`config.mk`:
```
export PLATFORM = sky130hd
export DESIGN_NAME = rom_burst_reader
export DESIGN_NICKNAME = d
export VERILOG_FILES = /design/src/rtl/rom_burst_reader.sv
export SDC_FILE = /design/constraint.sdc
export NUM_CORES = 1
export LEC_CHECK = 0
export ABC_AREA = 1
export CAP_MARGIN = 15
export CORE_ASPECT_RATIO = 1.4
export CORE_MARGIN = 2
export CORE_UTILIZATION = 38
export CTS_CLUSTER_DIAMETER = 150
export DETAILED_ROUTE_END_ITERATION = 6
export PLACE_DENSITY = 0.71
export SLEW_MARGIN = 25
export SYNTH_ARGS = -nofsm -noshare
export SYNTH_HDL_FRONTEND = slang
export SYNTH_SLANG_ARGS = --single-unit
```
`constraint.sdc`:
```
create_clock -name clk -period 2.74 [get_ports clk]
set_input_delay 0.411 -clock clk [delete_from_list [all_inputs] [get_ports clk]]
set_output_delay 0.411 -clock clk [all_outputs]
set_load 0.1 [all_outputs]
```
`src/rtl/rom_burst_reader.sv`:
```
// Burst sequencer for a 1-cycle-latency synchronous ROM: issues consecutive reads and
// returns the words as a valid/ready stream through a 2-entry skid buffer.
//
// state | meaning
// IDLE  | waiting for start; empty bursts complete here
// RUN   | issuing ROM reads while words remain
// DRAIN | all reads issued, waiting for the last beat to be accepted
module rom_burst_reader #(
    parameter int ADDR_W = 3,
    parameter int DATA_W = 4
) (
    input  logic              clk,
    input  logic              rst,
    input  logic              start,
    input  logic [ADDR_W-1:0] start_addr,
    input  logic [ADDR_W:0]   length,
    output logic              busy,
    output logic              done,
    output logic              rom_en,
    output logic [ADDR_W-1:0] rom_addr,
    input  logic [DATA_W-1:0] rom_data,
    output logic [DATA_W-1:0] m_data,
    output logic              m_valid,
    input  logic              m_ready,
    output logic              m_last
);

    typedef enum logic [1:0] {
        S_IDLE  = 2'd0,
        S_RUN   = 2'd1,
        S_DRAIN = 2'd2
    } state_t;

    localparam logic [ADDR_W:0] REM_ONE  = {{ADDR_W{1'b0}}, 1'b1};
    localparam logic [ADDR_W:0] REM_ZERO = '0;

    state_t state;
    state_t state_nxt;

    logic [ADDR_W-1:0] addr;
    logic [ADDR_W:0]   remaining;
    logic              inflight;
    logic              inflight_last;
    logic              done_q;

    logic [DATA_W-1:0] buf_data [2];
    logic [1:0]        buf_last;
    logic              rd_ptr;
    logic              wr_ptr;
    logic [1:0]        buf_cnt;

    logic              issue;
    logic              pop;
    logic              push;
    logic              accept;
    logic              empty_start;
    logic              last_pop;
    logic [2:0]        occupancy;

    assign m_valid     = (buf_cnt != 2'd0);
    assign pop         = m_valid & m_ready;
    assign push        = inflight;
    assign last_pop    = pop & buf_last[rd_ptr];
    assign accept      = (state == S_IDLE) & start & (length != REM_ZERO);
    assign empty_start = (state == S_IDLE) & start & (length == REM_ZERO);

    // Slots committed after this edge: buffered + arriving - leaving. A read is only
    // issued if its word is guaranteed a slot, so the buffer can never overflow.
    assign occupancy = {1'b0, buf_cnt} + {2'b00, inflight} - {2'b00, pop};

    always_ff @(posedge clk or posedge rst) begin
        if (rst) begin
            state <= S_IDLE;
        end else begin
            state <= state_nxt;
        end
    end

    always_comb begin
        state_nxt = state;
        case (state)
            S_IDLE: begin
                if (accept) begin
                    state_nxt = S_RUN;
                end
            end
            S_RUN: begin
                if (issue && (remaining == REM_ONE)) begin
                    state_nxt = S_DRAIN;
                end
            end
            S_DRAIN: begin
                if (last_pop) begin
                    state_nxt = S_IDLE;
                end
            end
            default: state_nxt = S_IDLE;
        endcase
    end

    always_comb begin
        issue = 1'b0;
        busy  = 1'b0;
        case (state)
            S_RUN: begin
                busy  = 1'b1;
                issue = (remaining != REM_ZERO) && (occupancy < 3'd2);
            end
            S_DRAIN: begin
                busy = 1'b1;
            end
            default: begin
                issue = 1'b0;
                busy  = 1'b0;
            end
        endcase
    end

    always_ff @(posedge clk or posedge rst) begin
        if (rst) begin
            addr          <= '0;
            remaining     <= '0;
            inflight      <= 1'b0;
            inflight_last <= 1'b0;
            done_q        <= 1'b0;
        end else begin
            done_q        <= empty_start | ((state == S_DRAIN) & last_pop);
            inflight      <= issue;
            inflight_last <= issue & (remaining == REM_ONE);
            if (accept) begin
                addr      <= start_addr;
                remaining <= length;
            end else if (issue) begin
                addr      <= addr + 1'b1;
                remaining <= remaining - 1'b1;
            end
        end
    end

    // rom_data is only looked at on edges where a read is actually in flight.
    always_ff @(posedge clk or posedge rst) begin
        if (rst) begin
            buf_data[0] <= '0;
            buf_data[1] <= '0;
            buf_last    <= '0;
            rd_ptr      <= 1'b0;
            wr_ptr      <= 1'b0;
            buf_cnt     <= 2'd0;
        end else begin
            if (push) begin
                buf_data[wr_ptr] <= rom_data;
                buf_last[wr_ptr] <= inflight_last;
                wr_ptr           <= ~wr_ptr;
            end
            if (pop) begin
                rd_ptr <= ~rd_ptr;
            end
            case ({push, pop})
                2'b10:   buf_cnt <= buf_cnt + 2'd1;
                2'b01:   buf_cnt <= buf_cnt - 2'd1;
                default: buf_cnt <= buf_cnt;
            endcase
        end
    end

    assign rom_en   = issue;
    assign rom_addr = addr;
    assign done     = done_q;
    assign m_data   = m_valid ? buf_data[rd_ptr] : '0;
    assign m_last   = m_valid & buf_last[rd_ptr];

    a_no_overflow: assert property (@(posedge clk) disable iff (rst)
        (({1'b0, buf_cnt} + {2'b00, inflight}) <= 3'd2));

    a_hold_stalled: assert property (@(posedge clk) disable iff (rst)
        (m_valid && !m_ready) |=> (m_valid && $stable(m_data) && $stable(m_last)));

endmodule
```
[After elaboration in Yosys (flattened, before gate mapping)]
Index checks and enable logic that the tools add are counted.
Cells by class
  $add $sub $neg: 6
  $mul: 0
  divide/modulo/power cells: 0
  magnitude comparators: 7
  eq/ne operators: 8
  shifts and indexed selects: 0
  multiplexer cells: 23
  bitwise gates (word level): 13
  reduce and logical (&&, ||, !) cells: 13
Operator list (number)
  $mux W4: 7
  $and A1 B1 Y1: 8
  $bwmux W8: 1
  $reduce_bool A4 Y1: 2
  $mux W2: 3
  $mux W3: 2
  $ne A2 B2 Y1 const B: 3
  $pmux W2 S3: 1
  $reduce_bool A2 Y1: 3
  $mux W1: 5
  $demux W4 S1: 1
  $eq A2 B1 Y1 const B: 2
  $eq A2 B2 Y1 const B: 2
  $eq A4 B1 Y1 const B: 1
  $ge A2 B2 Y1 const B: 2
  $logic_and A1 B1 Y1: 4
  $logic_not A4 Y1: 1
  $lt A1 B2 Y1 const B: 2
  $not A1 Y2: 2
  $pmux W2 S2: 1
  $sub A4 B1 Y4 const B: 1
  $add A2 B1 Y3: 1
  $add A3 B1 Y3 const B: 1
  $lt A3 B2 Y1 const B: 1
  other kinds (12): 13
Storage, ports and cells
  flip-flop bits (word level): 26
  bits in latches: 0
  RAM bits: 0
  ROM bits: 0
  output and inout bits: 12
  word-level logic and storage cells: 82
  memories: 0

[Depth between registers and ports, before layout]
Gate-level depths: netlist of the first run.
  word-level depth: 9
  depth in mapped cells: 17

[Least setup slack after synthesis of the first run]
Ideal clock, no wire load.
  path kind: reg-to-output
  start point: reg buf_cnt[1]
  end point: out rom_en
  arrival: 2759 ps
  required time: 2329 ps
  path slack: -430 ps
  stages on the path, launching flop included: 15
  cells stage by stage: dfrtp_1 inv_2 nand2_2 nand2_2 inv_1 nand2_1 o21ai_1 nand2_1 fa_1 nand2_1 inv_1 nand2_1 nor2_2 nand2_2 inv_1
Between the ends
  longest elaborated chain between the ends: 6
  elaborated cells on any way between the ends: 7
  those cells by class: 2 x add/sub; 1 x order compare; 1 x mux; 1 x bitwise; 2 x reduce/logical
RTL lines
  start, declared: line 50  | logic [1:0] buf_cnt;
  start signal, assigned: line 159  | 2'b10: buf_cnt <= buf_cnt + 2'd1;
  start signal, assigned: line 160  | 2'b01: buf_cnt <= buf_cnt - 2'd1;
  start signal, assigned: line 161  | default: buf_cnt <= buf_cnt;
  $reduce_bool A2 Y1: line 60  | assign m_valid = (buf_cnt != 2'd0);
  via m_valid: line 23  | output logic m_valid,
  $and A1 B1 Y1: line 61  | assign pop = m_valid & m_ready;
  $sub A3 B1 Y3: line 69  | assign occupancy = {1'b0, buf_cnt} + {2'b00, inflight} - {2'b00, pop};
  $lt A3 B2 Y1: line 107  | issue = (remaining != REM_ZERO) && (occupancy < 3'd2);
  $logic_and A1 B1 Y1: line 107
  $mux W1: line 104  | case (state)
  end, declared: line 19  | output logic rom_en,
The timed path passes the listed nets, and every way through them passes these cells.

[Final worst setup path of the first run]
  start point: reg buf_cnt[0]
  end point: out rom_en
Between the ends
  longest elaborated chain between the ends: 6
  elaborated cells on any way between the ends: 7
  those cells by class: 2 x add/sub; 1 x order compare; 1 x mux; 1 x bitwise; 2 x reduce/logical
RTL lines (line)
  branches (longest 2 deep; another with $add A2 B1 Y3)
  $sub A3 B1 Y3 *: 69
  $lt A3 B2 Y1 *: 107
  $logic_and A1 B1 Y1 *: 107
  $mux W1 *: 104
Every way passes the cells marked *.

==> results of run 1 <==
-- critical path: cells and delay by family (launching register included) --
kind / cells / cell delay, ns
and+or+nand+nor: 8 / 0.55
adders and majority gates: 1 / 0.49
buffers and inverters: 5 / 0.44
DFF: 1 / 0.40
AOI/OAI and AO/OA: 1 / 0.06
-- repair_timing --
| item | CTS | global route |
|---|---|---|
| setup buffers | 0 | 3 |
| pin swaps | 1 | 1 |
| setup endpoints to repair | 1 | 1 |
| cloned | 0 | 0 |
| resized for setup | 3 | 3 |
-- cell usage after synthesis --
library cell  count
xnor2_1           1
a311oi_1          1
nor2_2            2
o21ai_1           7
ha_1              6
a21boi_0          1
nor2_4            2
dfrtp_1          26
fa_1              1
a31oi_1           1
nor2_1            9
nand2_1          51
a21oi_1           5
inv_1            26
o21ai_0          14
xor2_1            3
nand3_1          10
nand2_2           8
buf_2             2
inv_2             5
or2_1             1
-- kinds of logic after synthesis --
kind of cell             after synthesis  share of synthesized area, %
flip-flops                            26                          45.6
XOR/XNOR                               4                          2.46
adder cells (fa/ha/maj)                7                          6.67
AND/OR/NAND/NOR                       83                          25.7
buffers and inverters                 33                          8.86
AO/OA/AOI/OAI                         29                          10.7
-- state kept, by name (all words and copies together), names as in the netlist, 2 cells and up --
register	cells
buf_data	8
remaining	4
rom_addr	3
buf_cnt	2
buf_last	2
state	2
-- final cells by class --
type / count / share of cell area (%)
multi-input cells: 123 / 35.6
clock inverters: 1 / 1.61
inverters: 31 / 6.42
well taps: 42 / 2.81
flip-flops and latches: 26 / 34.8
clock buffers: 3 / 2.21
repair buffers: 35 / 16.5
-- through the flow --
stage / std cells / util [%] / hold WS, ns / TNS (ns) / area [sq um]
after detailed placement: 254 / 48.9 / 0.474 / -0.00516 / 1770
after CTS: 258 / 51.0 / 0.492 / 0 / 1840
final: 261 / 51.8 / 0.474 / 0 / 1870
after global routing: 261 / 51.8 / 0.512 / -0.0729 / 1870
after floorplan: 182 / - / 0.451 / -0.0697 / 1440
after global placement: 254 / 48.9 / 0.470 / 0 / 1770
-- per-layer routing --
| layer | up-vias | GRT usage (%) | part of all wire [%] |
|---|---|---|---|
| li1 | 634 | - | - |
| met1 | 542 | 16.5 | 43 |
| met2 | 29 | 25.6 | 50 |
| met3 | 5 | 2.38 | 4.2 |
| met4 | 0 | 5.85 | 2.0 |
| met5 | - | 0 | 0 |
-- worst max-delay path by stage --
stage	start	endpoint	slack (ns)
detailed placement	m_ready	rom_en	-0.005
global route	buf_cnt[0]$_DFFE_PP0P_	rom_en	-0.07
finish	buf_cnt[0]$_DFFE_PP0P_	rom_en	0.12
floorplan	buf_cnt[1]$_DFFE_PP0P_	m_data[0]	-0.02
global placement	m_ready	rom_en	0.03
CTS	buf_cnt[1]$_DFFE_PP0P_	rom_en	0.02
==> results.toml, run 1 <==
[clocking]
clkSlewWorstSetupHoldPaths_ns = 0.09
cts_tree = "yes"
clock_path_buffers = 2
cts.root.buffer_cell = "clkbuf_8"
h-tree-depth = 1
postCtsHoldBufs = 0
clock_latency_ns = 0.28
cts.sinks = 26
cts_made_buffers = 3

[timing]
rsz0062_at_grt = "true"
tightest_slew_ns = 0.360
maxSlewViolCount = 0
setup_viol = 0
clock.fmax_mhz = 381
timing.final.crit_period_ns = 2.62
fin_worst_skew_ns = 0.00986
post-route-period-util_pct = 95.7
fin_ws_ns = 0.118
slew_headroom_pct = 76.0
hold_viol = 0

[route]
wire_per_inst_microns = 10.7
drc = 0
wl_mm = 2.80
vias = 1210
ant_nets = 0
vias_per_cell = 4.64
drtIter0Drc = 46
first_pass_iters = 4

[layout]
mostFrequentLayoutCell = "nand2_1"
final_nets = 242
multiInputGateArea_sq_um = 666
drive_above_1_share_pct = 21.5
seqCellArea_sq_um = 652
area_delta_synth_final_pct = 31.1
fillers = 339
n_antenna_cell = 0
final_cell_mix = "50 x nand2_1, 25 x dfrtp_1, 24 x inv_1"

[setup_path]
reg2regPathDepth = 18
rr_endpoint = "rom_addr[0]$_DFFE_PP0P_"
r2r-start = "buf_cnt[0]$_DFFE_PP0P_"
endpoint_kind = "output port"
path_cells = "inv_2 -> nand2_4 -> nand2_4 -> inv_2 -> nand2_2 -> o21ai_2 -> nand2_1 -> fa_1 -> nand2_1 -> inv_1 -> nand2_1 -> nor2_2 -> nand2_2 -> clkinvlp_4 -> buf_12"
path_common_cell = "nand2_1"
start_kind = "register"
worstPathMaxFanout = 3
worstSetupPathType = "reg2out"
ff2ff_setup_slack_ns = 0.47
slowest_delay_ns = 0.49
critPathSlowestCell = "fa_1"
required_ns = 2.33
worstPathArrival_ns = 2.21

[placed_design]
numPortBuffers = 26
place.gp.congestion = 0.836
dp_worst_setup_slack_ns = -0.00516
dp_hpwl_mm = 2.09

[floorplanning]
start_util_pct = 39.5
io_pins = 27
design.die.area_sq_um = 4270
floorplan.die.height_microns = 76.5
core_area_sq_um = 3610
rows = 26
die_w_microns = 55.8

[job]
drv_cap = 0

[logic_synthesis]
synth_cells = 182
syn_area_sq_um = 1430
yosys_register_bits = 26
synth_area_leaders = "dfrtp_1 46%, nand2_1 13%, inv_1 6.8%, ha_1 5.3%, o21ai_0 4.9%"
synth_nets = 204
yosysTopAreaCell = "dfrtp_1"
seq_area_frac_synth_pct = 45.6
ys_warn_count = 0
synth_area_per_cell_sq_um = 7.84
synth_cell_types = 21
synth_top_area_share_pct = 45.6

[outcome]
status = "finished, final reports clean"

[global_routing]
first_global_vias = 1143
grt_pass1_wl_mm = 4.86
grt-ovfl-total = 0
grt.total_usage_pct = 14.3
grt_max_degree = 27
antenna_found_initial = 0

[min_path]
hp-class = "in2async"
Power of run 1 is not shown: default switching activity piles up to over one toggle a cycle in this logic, so the estimate is an artifact.
==> run 2: changes to the inputs <==
- PLACE_DENSITY: 0.71 -> 0.67
==> run 2 against run 1 <==
Compared with the run above: cell count is 4.6% higher; die area stayed put; utilization is 2.5 points higher; fmax is 0.62% lower; global-route usage is 1.6 points higher; non-clock buffer count is 12 higher; setup slack worse by 0.016 ns; critical path depth is 5 higher.
==> results.toml, run 2 (synthesis gave the netlist of run 1 again) <==
[setup_path]
critPathCapture = "buf_cnt[0]$_DFFE_PP0P_"
worstPathArrival_ns = 2.79
required_ns = 2.90
worstPathMaxFanout = 3
rr_endpoint = "buf_cnt[0]$_DFFE_PP0P_"
r2r-start = "buf_cnt[0]$_DFFE_PP0P_"
reg2regPathDepth = 20
start_kind = "register"
endpoint_kind = "register"
path_cells = "inv_2 -> nand2_4 -> nand2_4 -> inv_2 -> nand2_2 -> o21ai_2 -> buf_4 -> buf_4 -> buf_4 -> buf_4 -> buf_4 -> buf_4 -> buf_4 -> buf_4 -> buf_4 -> buf_4 -> buf_4 -> buf_4 -> buf_4 -> xor2_1"
path_common_cell = "buf_4"
slowest_delay_ns = 0.41
ff2ff_setup_slack_ns = 0.10
startpoint = "buf_cnt[0]$_DFFE_PP0P_"
critPathSlowestCell = "dfrtp_1"
worstSetupPathType = "reg2reg"

[floorplanning]
io_pins = 27
floorplan.die.height_microns = 76.5
core_area_sq_um = 3610
start_util_pct = 39.5
rows = 26
design.die.area_sq_um = 4270
die_w_microns = 55.8

[layout]
fillers = 353
final_cell_mix = "50 x nand2_1, 31 x buf_4, 25 x dfrtp_1"
largest_reg_flops = 8
drive_above_1_share_pct = 25.5
area_delta_synth_final_pct = 37.4
fin_util_pct = 54.3
final_nets = 254
mostFrequentLayoutCell = "nand2_1"
regMostFlops = "buf_data"
design_area_sq_um = 1960
n_antenna_cell = 0

[clocking]
clock_path_buffers = 2
cts.sinks = 26
postCtsHoldBufs = 0
h-tree-depth = 1
clkSlewWorstSetupHoldPaths_ns = 0.09
cts_tree = "yes"
clock_latency_ns = 0.27
cts_made_buffers = 3
cts.root.buffer_cell = "clkbuf_8"

[global_routing]
first_global_vias = 1289
grt-ovfl-total = 0
grt_pass1_wl_mm = 5.51
antenna_found_initial = 0
grt.total_usage_pct = 15.9
grt_max_degree = 27

[route]
wire_per_inst_microns = 11.5
vias = 1274
drc = 0
ant_nets = 0
vias_per_cell = 4.67
first_pass_iters = 4
drtIter0Drc = 51
wl_mm = 3.13

[timing]
hold_viol = 0
clock.fmax_mhz = 379
timing.final.crit_period_ns = 2.64
tightest_slew_ns = 0.376
maxSlewViolCount = 0
fin_worst_skew_ns = 0.00227
setup_viol = 0
post-route-period-util_pct = 96.3
slew_headroom_pct = 74.9
rsz0062_at_grt = "true"

[placed_design]
place_area_sq_um = 1770
dp_hpwl_mm = 2.23
numPortBuffers = 26
place.gp.congestion = 0.835

[job]
drv_cap = 0

[min_path]
hp-class = "in2async"

[outcome]
status = "finished, final reports clean"
## run 2: cell count changes in the layout (fill, tap and decap cells not counted), sizes merged
cell    before  now
buf         21   33
bufinv       1    0
clkbuf       3    4
## run 2: worst max-delay path, delay by kind of cell (launching register included)
| family | cells | cell delay [ns] |
|---|---|---|
| compound gates | 1 | 0.06 |
| xor+xnor | 1 | 0.13 |
| buf+inv | 15 | 1.72 |
| flops | 1 | 0.41 |
| simple gates | 3 | 0.20 |
## run 2: how the worst min path moves through the flow
stage,cells after the start,start,to
2_1_floorplan,1,rst,buf_cnt[0]$_DFFE_PP0P_
3_3_place_gp,2,buf_data[2]$_DFFE_PP0P_,buf_data[2]$_DFFE_PP0P_
3_5_place_dp,2,buf_data[3]$_DFFE_PP0P_,buf_data[3]$_DFFE_PP0P_
4_1_cts,3,rst,buf_data[4]$_DFFE_PP0P_
5_1_grt,3,rst,remaining[2]$_DFFE_PP0P_
6_report,3,rst,remaining[2]$_DFFE_PP0P_
## run 2: per-layer routing
layer	global-route usage, %	share of wire, %
met2	28.8	54
met1	18.7	40
met5	0	0
met3	2.04	3.7
met4	5.85	1.9
## run 2: cell type report
cell class | count | area (sq um) | share of cell area, %
Clock buffer | 4 | 55.1 | 2.81
Inverter | 31 | 123 | 6.26
Multi-Input combinational cell | 123 | 666 | 34.0
Sequential cell | 26 | 652 | 33.3
Tap cell | 42 | 52.6 | 2.68
Timing Repair Buffer | 47 | 412 | 21.0
## run 2: repair_timing
action	4_1_cts	5_1_grt
gates resized for setup	1	6
endpoints found under the setup margin	1	2
setup buffers	12	3
## run 2: per-stage QoR
step                      worst slack, ns  instances  hold WS [ns]  setup TNS, ns
final                               0.102        273         0.488              0
after global placement             0.0276        254         0.467              0
after CTS                         0.00991        270         0.498              0
after detailed placement          -0.0168        254         0.478        -0.0168
after global routing              -0.0818        273         0.512        -0.0818
after floorplan                   -0.0174        182         0.451        -0.0697
Power of run 2 is left out for the same reason.
==> run 3: changes to the inputs <==
- HOLD_SLACK_MARGIN: not set -> 0.06
==> results of run 3 <==
The final DEF is identical to that of run 2; final timing and power are the same.
Power of run 3 is left out for the same reason.
